<file path="src/rtl/alu_sel_sequencer_if.sv">
// Request/result bus between an ALU operation source and the select sequencer.
// The sequencer takes the slave modport. The source/consumer takes the master modport.
interface alu_sel_sequencer_if #(
  parameter int K = 7
);
  logic         op_valid;
  logic         op_ready;
  logic [2:0]   opcode;
  logic [6:0]   sel;
  logic [K-1:0] mux_out;
  logic         res_valid;
  logic         res_ready;
  logic [K-1:0] res_data;
  logic         res_err;
  logic [15:0]  ops_done;

  modport master (
    output op_valid, opcode, mux_out, res_ready,
    input  op_ready, sel, res_valid, res_data, res_err, ops_done
  );

  modport slave (
    input  op_valid, opcode, mux_out, res_ready,
    output op_ready, sel, res_valid, res_data, res_err, ops_done
  );
endinterface

</file>
<file path="src/rtl/alu_sel_sequencer.sv">
// Drives a one-hot ALU output-mux select for one operation at a time.
// It captures the mux result and presents it on a valid/ready result port.
module alu_sel_sequencer #(
  parameter int K        = 7,
  parameter int MULT_LAT = 3
) (
  input  logic                 clk,
  input  logic                 rst_n,
  alu_sel_sequencer_if.slave   bus
);

  localparam logic [1:0] IDLE = 2'd0;
  localparam logic [1:0] EXEC = 2'd1;
  localparam logic [1:0] DONE = 2'd2;

  localparam logic [2:0] OP_MUL = 3'd6;
  localparam logic [2:0] OP_ILL = 3'd7;

  logic [1:0]   state_q, state_d;
  logic [2:0]   opc_q, opc_d;
  logic [3:0]   cnt_q, cnt_d;
  logic [K-1:0] res_data_q, res_data_d;
  logic         res_err_q, res_err_d;
  logic [15:0]  ops_done_q, ops_done_d;

  function automatic logic [15:0] sat_inc16(input logic [15:0] v);
    return (v == 16'hFFFF) ? v : v + 16'd1;
  endfunction

  always_comb begin
    state_d    = state_q;
    opc_d      = opc_q;
    cnt_d      = cnt_q;
    res_data_d = res_data_q;
    res_err_d  = res_err_q;
    ops_done_d = ops_done_q;
    case (state_q)
      IDLE: begin
        if (bus.op_valid) begin
          if (bus.opcode == OP_ILL) begin
            state_d    = DONE;
            res_err_d  = 1'b1;
            res_data_d = '0;
          end else begin
            state_d = EXEC;
            opc_d   = bus.opcode;
            cnt_d   = (bus.opcode == OP_MUL) ? 4'(MULT_LAT - 1) : 4'd0;
          end
        end
      end
      EXEC: begin
        // Only the last select cycle's mux value is kept; earlier MUL cycles are settling.
        if (cnt_q != 4'd0) begin
          cnt_d = cnt_q - 4'd1;
        end else begin
          res_data_d = bus.mux_out;
          res_err_d  = 1'b0;
          state_d    = DONE;
        end
      end
      DONE: begin
        if (bus.res_ready) begin
          state_d    = IDLE;
          ops_done_d = sat_inc16(ops_done_q);
        end
      end
      default: state_d = IDLE;
    endcase
  end

  always_ff @(posedge clk) begin
    if (!rst_n) begin
      state_q    <= IDLE;
      opc_q      <= '0;
      cnt_q      <= '0;
      res_data_q <= '0;
      res_err_q  <= 1'b0;
      ops_done_q <= '0;
    end else begin
      state_q    <= state_d;
      opc_q      <= opc_d;
      cnt_q      <= cnt_d;
      res_data_q <= res_data_d;
      res_err_q  <= res_err_d;
      ops_done_q <= ops_done_d;
    end
  end

  // The opcode is never 7 in EXEC, so the shifted bit always lands inside the 7-bit select.
  assign bus.sel       = (state_q == EXEC) ? 7'(8'd1 << opc_q) : 7'd0;
  assign bus.op_ready  = rst_n && (state_q == IDLE);
  assign bus.res_valid = (state_q == DONE);
  assign bus.res_data  = res_data_q;
  assign bus.res_err   = res_err_q;
  assign bus.ops_done  = ops_done_q;

endmodule
</file>
<file path="src/flat_wrapper.sv">
// flat-port wrapper written by rule: the top's interface ports become plain ports
module alu_sel_sequencer_flat 
#(
  parameter int K        = 7,
  parameter int MULT_LAT = 3
)
  (clk, rst_n, bus_op_valid, bus_opcode, bus_mux_out, bus_res_ready, bus_op_ready, bus_sel, bus_res_valid, bus_res_data, bus_res_err, bus_ops_done);
  alu_sel_sequencer_if #(.K(K)) bus_i ();
  input  logic clk;
  input  logic rst_n;
  input wire logic [$bits(bus_i.op_valid)-1:0] bus_op_valid;
  input wire logic [$bits(bus_i.opcode)-1:0] bus_opcode;
  input wire logic [$bits(bus_i.mux_out)-1:0] bus_mux_out;
  input wire logic [$bits(bus_i.res_ready)-1:0] bus_res_ready;
  output wire logic [$bits(bus_i.op_ready)-1:0] bus_op_ready;
  output wire logic [$bits(bus_i.sel)-1:0] bus_sel;
  output wire logic [$bits(bus_i.res_valid)-1:0] bus_res_valid;
  output wire logic [$bits(bus_i.res_data)-1:0] bus_res_data;
  output wire logic [$bits(bus_i.res_err)-1:0] bus_res_err;
  output wire logic [$bits(bus_i.ops_done)-1:0] bus_ops_done;
  assign bus_i.op_valid = bus_op_valid;
  assign bus_i.opcode = bus_opcode;
  assign bus_i.mux_out = bus_mux_out;
  assign bus_i.res_ready = bus_res_ready;
  assign bus_op_ready = bus_i.op_ready;
  assign bus_sel = bus_i.sel;
  assign bus_res_valid = bus_i.res_valid;
  assign bus_res_data = bus_i.res_data;
  assign bus_res_err = bus_i.res_err;
  assign bus_ops_done = bus_i.ops_done;
  alu_sel_sequencer #(.K(K), .MULT_LAT(MULT_LAT)) u_core (.clk(clk), .rst_n(rst_n), .bus(bus_i));
endmodule
</file>
<file path="config.mk">
export PLATFORM = sky130hd
export DESIGN_NAME = alu_sel_sequencer_flat
export DESIGN_NICKNAME = d
export VERILOG_FILES = /design/src/rtl/alu_sel_sequencer_if.sv /design/src/rtl/alu_sel_sequencer.sv /design/src/flat_wrapper.sv
export SDC_FILE = /design/constraint.sdc
export NUM_CORES = 1
export LEC_CHECK = 0
export CORE_MARGIN = 2
export CORE_UTILIZATION = 44
export CTS_BUF_LIST = sky130_fd_sc_hd__clkbuf_8
export DETAILED_ROUTE_END_ITERATION = 16
export GPL_TIMING_DRIVEN = 0
export PLACE_DENSITY_LB_ADDON = 0.3
export SLEW_MARGIN = 20
export SYNTH_ARGS = -nofsm -noshare
export SYNTH_HDL_FRONTEND = slang
export SYNTH_SLANG_ARGS = --single-unit
</file>
<file path="constraint.sdc">
create_clock -name clk -period 1.5 [get_ports clk]
set_input_delay 0.3 -clock clk [delete_from_list [all_inputs] [get_ports clk]]
set_output_delay 0.3 -clock clk [all_outputs]
set_load 0.005 [all_outputs]
</file>
== Word level (Yosys, flattened, before mapping) ==
Cells that the tools add are included.
Widths: inputs -> output; s select.

* Flip-flop bits (word level): 33
* Output and inout bits: 33

* $add $sub $neg: 2
* Equality and inequality tests: 11
* Shift operators: 1
* Mux-type cells: 19
* Bitwise logic cells: 2
* Reductions and logical operators: 9

{| class="wikitable"
|+ Operators by type and width
! operator !! count
|-
| $mux 7 || 4
|-
| $add 16x1->16 const B || 1
|-
| $eq 16x16->1 const B || 1
|-
| $pmux 7 s2 || 1
|-
| $mux 4 || 3
|-
| $mux 2 || 5
|-
| $reduce_and 3->1 || 3
|-
| $ne 2x2->1 const B || 4
|-
| $pmux 4 s2 || 1
|-
| $reduce_and 4->1 || 2
|-
| $shl 1x3->7 const A || 1
|-
| $eq 3x3->1 const B || 2
|-
| $pmux 2 s3 || 1
|-
| $ne 2x1->1 const B || 2
|-
| $reduce_bool 4->1 || 1
|-
| $sub 4x1->4 const B || 1
|-
| $mux 1 || 3
|-
| $eq 2x1->1 const B || 1
|-
| $eq 2x2->1 const B || 1
|-
| $logic_not 2->1 || 1
|-
| $not 1->1 || 2
|-
| $pmux 1 s2 || 1
|-
| $reduce_bool 2->1 || 1
|-
| $logic_and 1x1->1 || 1
|}

== Depth between registers and ports, before layout ==
* Word-level depth: 5
* Depth in mapped cells: 6

== Least setup slack after synthesis ==
No wires, ideal clock.

* Path kind: register to register
* From: reg u_core.ops_done_q[0] (netlist: u_core.bus.ops_done[0])
* To: reg u_core.ops_done_q[12] (netlist: u_core.bus.ops_done[12])
* Library setup time: 0.070 ns
* Arrival time: 1.496 ns
* Setup slack: -0.067 ns
* Cell stages (with the launch flop): 6
* Path through: dfxtp_1 ha_1 and3_2 nand4_4 or4_1 a21oi_1

* Longest elaborated chain between the ends: 3
* Elaborated cells on any way between the ends: 4
* Those cells by class: 1 x add/sub; 1 x eq/ne; 1 x bitwise; 1 x reduce/logical

{| class="wikitable"
|+ RTL lines
! element !! RTL line !! text
|-
| from (decl) || alu_sel_sequencer.sv:24 || <nowiki>logic [15:0] ops_done_q, ops_done_d;</nowiki>
|-
| from (signal assigned) || alu_sel_sequencer.sv:85 || <nowiki>ops_done_q <= ops_done_d;</nowiki>
|-
| branches (longest 3 deep; another with $add 16x1->16) || -- ||
|}

Parallel ways; which one is timed is not known.
A chain may end at the register's enable or synchronous reset.

== Final worst setup path ==
* From: reg u_core.ops_done_q[0] (netlist: u_core.bus.ops_done[0])
* To: reg u_core.ops_done_q[3] (netlist: u_core.bus.ops_done[3])

Same word-level chain as after synthesis.

==> insert_results.sql <==
INSERT INTO impl_metrics (metric_group, metric, value, unit) VALUES
('hold_path', 'min_path_cells', '3', ''),
('logic_synthesis', 'synthesis.yosys.warnings', '0', ''),
('logic_synthesis', 'synth.cell_area', '0.00165', 'mm2'),
('timing', 'drv_slew', '0', ''),
('finish', 'multiInputGateArea', '0.00113', 'mm2'),
('worst_setup_path', 'worstSetupStartpointType', 'flop', ''),
('floorplanning', 'fp-row-count', '22', ''),
('hold_path', 'endpoint_worst_hold', 'u_core.bus.ops_done[15]', ''),
('timing', 'finalCriticalPeriod', '1.60', 'ns'),
('hold_path', 'min-delay-start', 'rst_n', ''),
('clock_network', 'cts_root_buf', 'sky130_fd_sc_hd__clkbuf_8', ''),
('logic_synthesis', 'synth.ff_latch_count', '33', ''),
('placement', 'preCtsSetupSlack', '-0.836', 'ns'),
('worst_setup_path', 'worst_ep_arrival_time', '1.81', 'ns'),
('logic_synthesis', 'synth.net_count', '207', ''),
('drt', 'wl_per_cell', '16.6', 'um'),
('timing', 'setup_ws', '-0.103', 'ns'),
('placement', 'detailedPlacementHpwl', '2.92', 'mm'),
('logic_synthesis', 'synthesis.area_per_instance', '8.67', 'um2'),
('logic_synthesis', 'yosysUniqueCellTypes', '40', ''),
('worst_setup_path', 'reg2reg_setup_slack', '-0.10', 'ns'),
('floorplanning', 'core_area', '0.00363', 'mm2'),
('logic_synthesis', 'yosys.area.top_type_share', '40.1', '%'),
('grt', 'first_global_vias', '1709', ''),
('logic_synthesis', 'syn_inst', '190', ''),
('power_and_ir_drop', 'power.density', '833', 'mW/mm2'),
('finish', 'antenna_cells_inserted', '0', ''),
('status', 'outcome', 'finished with violations', ''),
('timing', 'slew_headroom', '63.1', '%'),
('clock_network', 'clk-insertion-delay-late', '0.29', 'ns'),
('timing', 'finalCritPeriodShare', '107', '%'),
('worst_setup_path', 'timing.setup.critical_path_class', 'flop to flop', ''),
('grt', 'number_of_antenna_violations_at_the_first_check_in_global_routing', '0', ''),
('power_and_ir_drop', 'power.total', '2.24', 'mW'),
('logic_synthesis', 'synth.area.top_cells', 'sky130_fd_sc_hd__dfxtp_1 40%, sky130_fd_sc_hd__a21oi_1 5.2%, sky130_fd_sc_hd__a32o_1 4.3%, sky130_fd_sc_hd__nand3_1 3.3%, sky130_fd_sc_hd__nor3_1 3.3%', ''),
('drt', 'routed_via_density', '6.01', ''),
('grt', 'grtUsageTotal', '23.1', '%'),
('finish', 'utilization', '73.9', '%'),
('drt', 'route.antenna.remaining_nets', '0', ''),
('power_and_ir_drop', 'total_leakage_power', '1.11', 'nW'),
('placement', 'numPortBuffers', '46', ''),
('grt', 'gr-total-overflow', '0', ''),
('flow_run', 'max-cap-violations', '0', ''),
('finish', 'register_area', '723', 'um2'),
('timing', 'final.setup_skew', '0.00514', 'ns'),
('floorplanning', 'design.die.area', '0.00425', 'mm2'),
('logic_synthesis', 'most_area_hungry_cell_type_in_the_yosys_netlist', 'sky130_fd_sc_hd__dfxtp_1', ''),
('worst_setup_path', 'ff2ff_path_depth', '7', ''),
('timing', 'timing_hold_violations_final', '0', ''),
('timing', 'worst-slew-pin-transition', '0.553', 'ns'),
('drt', 'drc_violations', '0', ''),
('clock_network', 'maximum_count_of_clock_buffers_along_a_single_path', '2', ''),
('worst_setup_path', 'cp.required', '1.71', 'ns'),
('status', 'violated_checks', 'negative setup slack', ''),
('grt', 'global_route_wire_length_before_repair', '7.69', 'mm'),
('drt', 'routed_wirelength', '5.18', 'mm'),
('floorplanning', 'die_y', '65.2', 'um'),
('worst_setup_path', 'worst_setup_path_end_kind', 'flop', ''),
('timing', 'maxClockFrequency', '0.624', 'GHz'),
('finish', 'share_of_final_layout_standard_cells_stronger_than_drive_strength_1', '38.6', '%'),
('finish', 'syn2layout_area_growth', '63.0', '%'),
('drt', 'first_pass_iters', '4', ''),
('drt', 'drt-initial-drc-count', '198', ''),
('finish', 'fill_cell_total_of_the_finished_layout', '257', ''),
('clock_network', 'cts_inserted_buffers', '5', ''),
('power_and_ir_drop', 'worst_ir_drop_vdd', '762', 'uV'),
('worst_setup_path', 'critical_path.reg2reg.startpoint', 'u_core.bus.ops_done[0]', ''),
('timing', 'timing.final.setup_violations', '11', ''),
('worst_setup_path', 'r2r-end', 'u_core.bus.ops_done[3]', ''),
('drt', 'vias', '1876', ''),
('clock_network', 'htreeDepth', '2', '');
==> layer usage <==
layer	part of all wire, %	global-route usage [%]	up-vias
met2	50	38.6	80
met3	6.8	8.56	12
met1	41	27.3	913
met5	0	0	-
met4	2.2	7.55	0
li1	-	-	871
==> state kept, by name (all words and copies together) (netlist names) <==
name and flops:
u_core.bus.ops_done 16, u_core.bus.res_data 7, u_core.cnt_q 4, u_core.opc_q 3
u_core.state_q 2, u_core.bus.res_err 1
==> worst max-delay path: stages, from the launching register on <==
cell	delay, ns
sky130_fd_sc_hd__dfxtp_4	0.36
sky130_fd_sc_hd__ha_4	0.17
sky130_fd_sc_hd__nand4_1	0.11
sky130_fd_sc_hd__buf_4	0.15
sky130_fd_sc_hd__nor4_4	0.05
sky130_fd_sc_hd__buf_4	0.15
sky130_fd_sc_hd__or4_1	0.39
sky130_fd_sc_hd__a21oi_1	0.15
==> repair_timing <==
action                     CTS  global route
buffers inserted            18             4
setup endpoints to repair   45            40
gates resized for setup     92            37
gates cloned                 1             0
hold buffers                 0             0
pin swaps                   21            10
==> cells in the mapped netlist, drive strengths merged <==
master / n
o21ai: 8
nand2: 13
nand4: 7
dfxtp: 33
or3b: 1
nand2b: 5
ha: 3
a31oi: 4
or2: 1
or3: 5
or4: 6
a211oi: 2
and4: 2
and2: 2
nand3: 11
o21bai: 1
nor4: 5
a32o: 7
nor2: 9
a21oi: 17
mux2i: 5
clkbuf: 5
inv: 7
and3: 2
o21a: 2
and3b: 1
o31ai: 7
buf: 2
nor3b: 2
and2b: 2
a311oi: 1
nor3: 12
==> per-stage QoR <==
step                setup TNS [ns]  std cells  instance area, um2  hold slack [ns]
CTS                         -0.193        308                2530            0.323
detailed placement          -12.07        284                2180            0.484
finish                      -0.506        312                2690            0.313
global route                 -1.89        312                2690            0.330
floorplan                 -0.00375        190                1660            0.426
global placement            -11.34        284                2180            0.474
==> area by class of cell <==
cell class	instances	area share, %
Multi-Input combinational cell	143	42.0
Sequential cell	33	26.9
Timing Repair Buffer	69	23.2
Clock buffer	6	3.07
Tap cell	48	2.24
Buffer	5	1.49
Inverter	7	0.978
Clock inverter	1	0.140
==> worst max-delay path by stage <==
stage,from,endpoint,slack (ns),cells after the start
after CTS,u_core.state_q[1],bus_sel[2],-0.05,4
after global routing,u_core.bus.ops_done[0],u_core.bus.ops_done[3],-0.17,7
after detailed placement,rst_n,bus_op_ready,-0.84,5
after floorplan,u_core.bus.ops_done[0],u_core.bus.ops_done[12],-0.004,5
final,u_core.bus.ops_done[0],u_core.bus.ops_done[3],-0.10,7
after global placement,rst_n,bus_op_ready,-0.82,5
==> cells in the final DEF (no fill, tap or decap), types with 3 or more instances in the layout <==
| master | instances |
|---|---|
| sky130_fd_sc_hd__a21oi_2 | 3 |
| sky130_fd_sc_hd__nand4_1 | 5 |
| sky130_fd_sc_hd__clkbuf_8 | 7 |
| sky130_fd_sc_hd__inv_1 | 5 |
| sky130_fd_sc_hd__nand2b_1 | 4 |
| sky130_fd_sc_hd__dfxtp_2 | 5 |
| sky130_fd_sc_hd__o31ai_1 | 6 |
| sky130_fd_sc_hd__nor2_1 | 7 |
| sky130_fd_sc_hd__or3_1 | 4 |
| sky130_fd_sc_hd__dfxtp_4 | 15 |
| sky130_fd_sc_hd__o21ai_0 | 5 |
| sky130_fd_sc_hd__buf_6 | 5 |
| sky130_fd_sc_hd__or4_1 | 5 |
| sky130_fd_sc_hd__buf_2 | 8 |
| sky130_fd_sc_hd__nor3_1 | 6 |
| sky130_fd_sc_hd__inv_2 | 3 |
| sky130_fd_sc_hd__nand2_1 | 10 |
| sky130_fd_sc_hd__nand3_1 | 9 |
| sky130_fd_sc_hd__nor3_2 | 5 |
| sky130_fd_sc_hd__clkdlybuf4s50_1 | 28 |
| sky130_fd_sc_hd__a31oi_1 | 3 |
| sky130_fd_sc_hd__dfxtp_1 | 13 |
| sky130_fd_sc_hd__dlymetal6s2s_1 | 7 |
| sky130_fd_sc_hd__a21oi_1 | 14 |
| sky130_fd_sc_hd__a32o_1 | 7 |
| sky130_fd_sc_hd__buf_4 | 20 |
| sky130_fd_sc_hd__mux2i_1 | 5 |
==> logic make-up (layout without fill, tap and decap cells) <==
| logic type | Yosys count | count (layout) | synth area share [%] |
|---|---|---|---|
| mux | 5 | 5 | 3.04 |
| flops | 33 | 33 | 40.1 |
| buf+inv | 14 | 88 | 3.87 |
| fa+ha+maj | 3 | 3 | 2.28 |
| compound gates | 49 | 49 | 19.6 |
| simple gates | 86 | 86 | 31.1 |
==> power breakdown <==
part	internal [mW]	switching, mW	total (mW)	leakage, nW
Sequential	0.913	0.0594	0.973	0.282
Clock	0.357	0.326	0.683	0.0485
Combinational	0.300	0.283	0.583	0.776
Note: power is estimated with default switching activity, not from simulation.
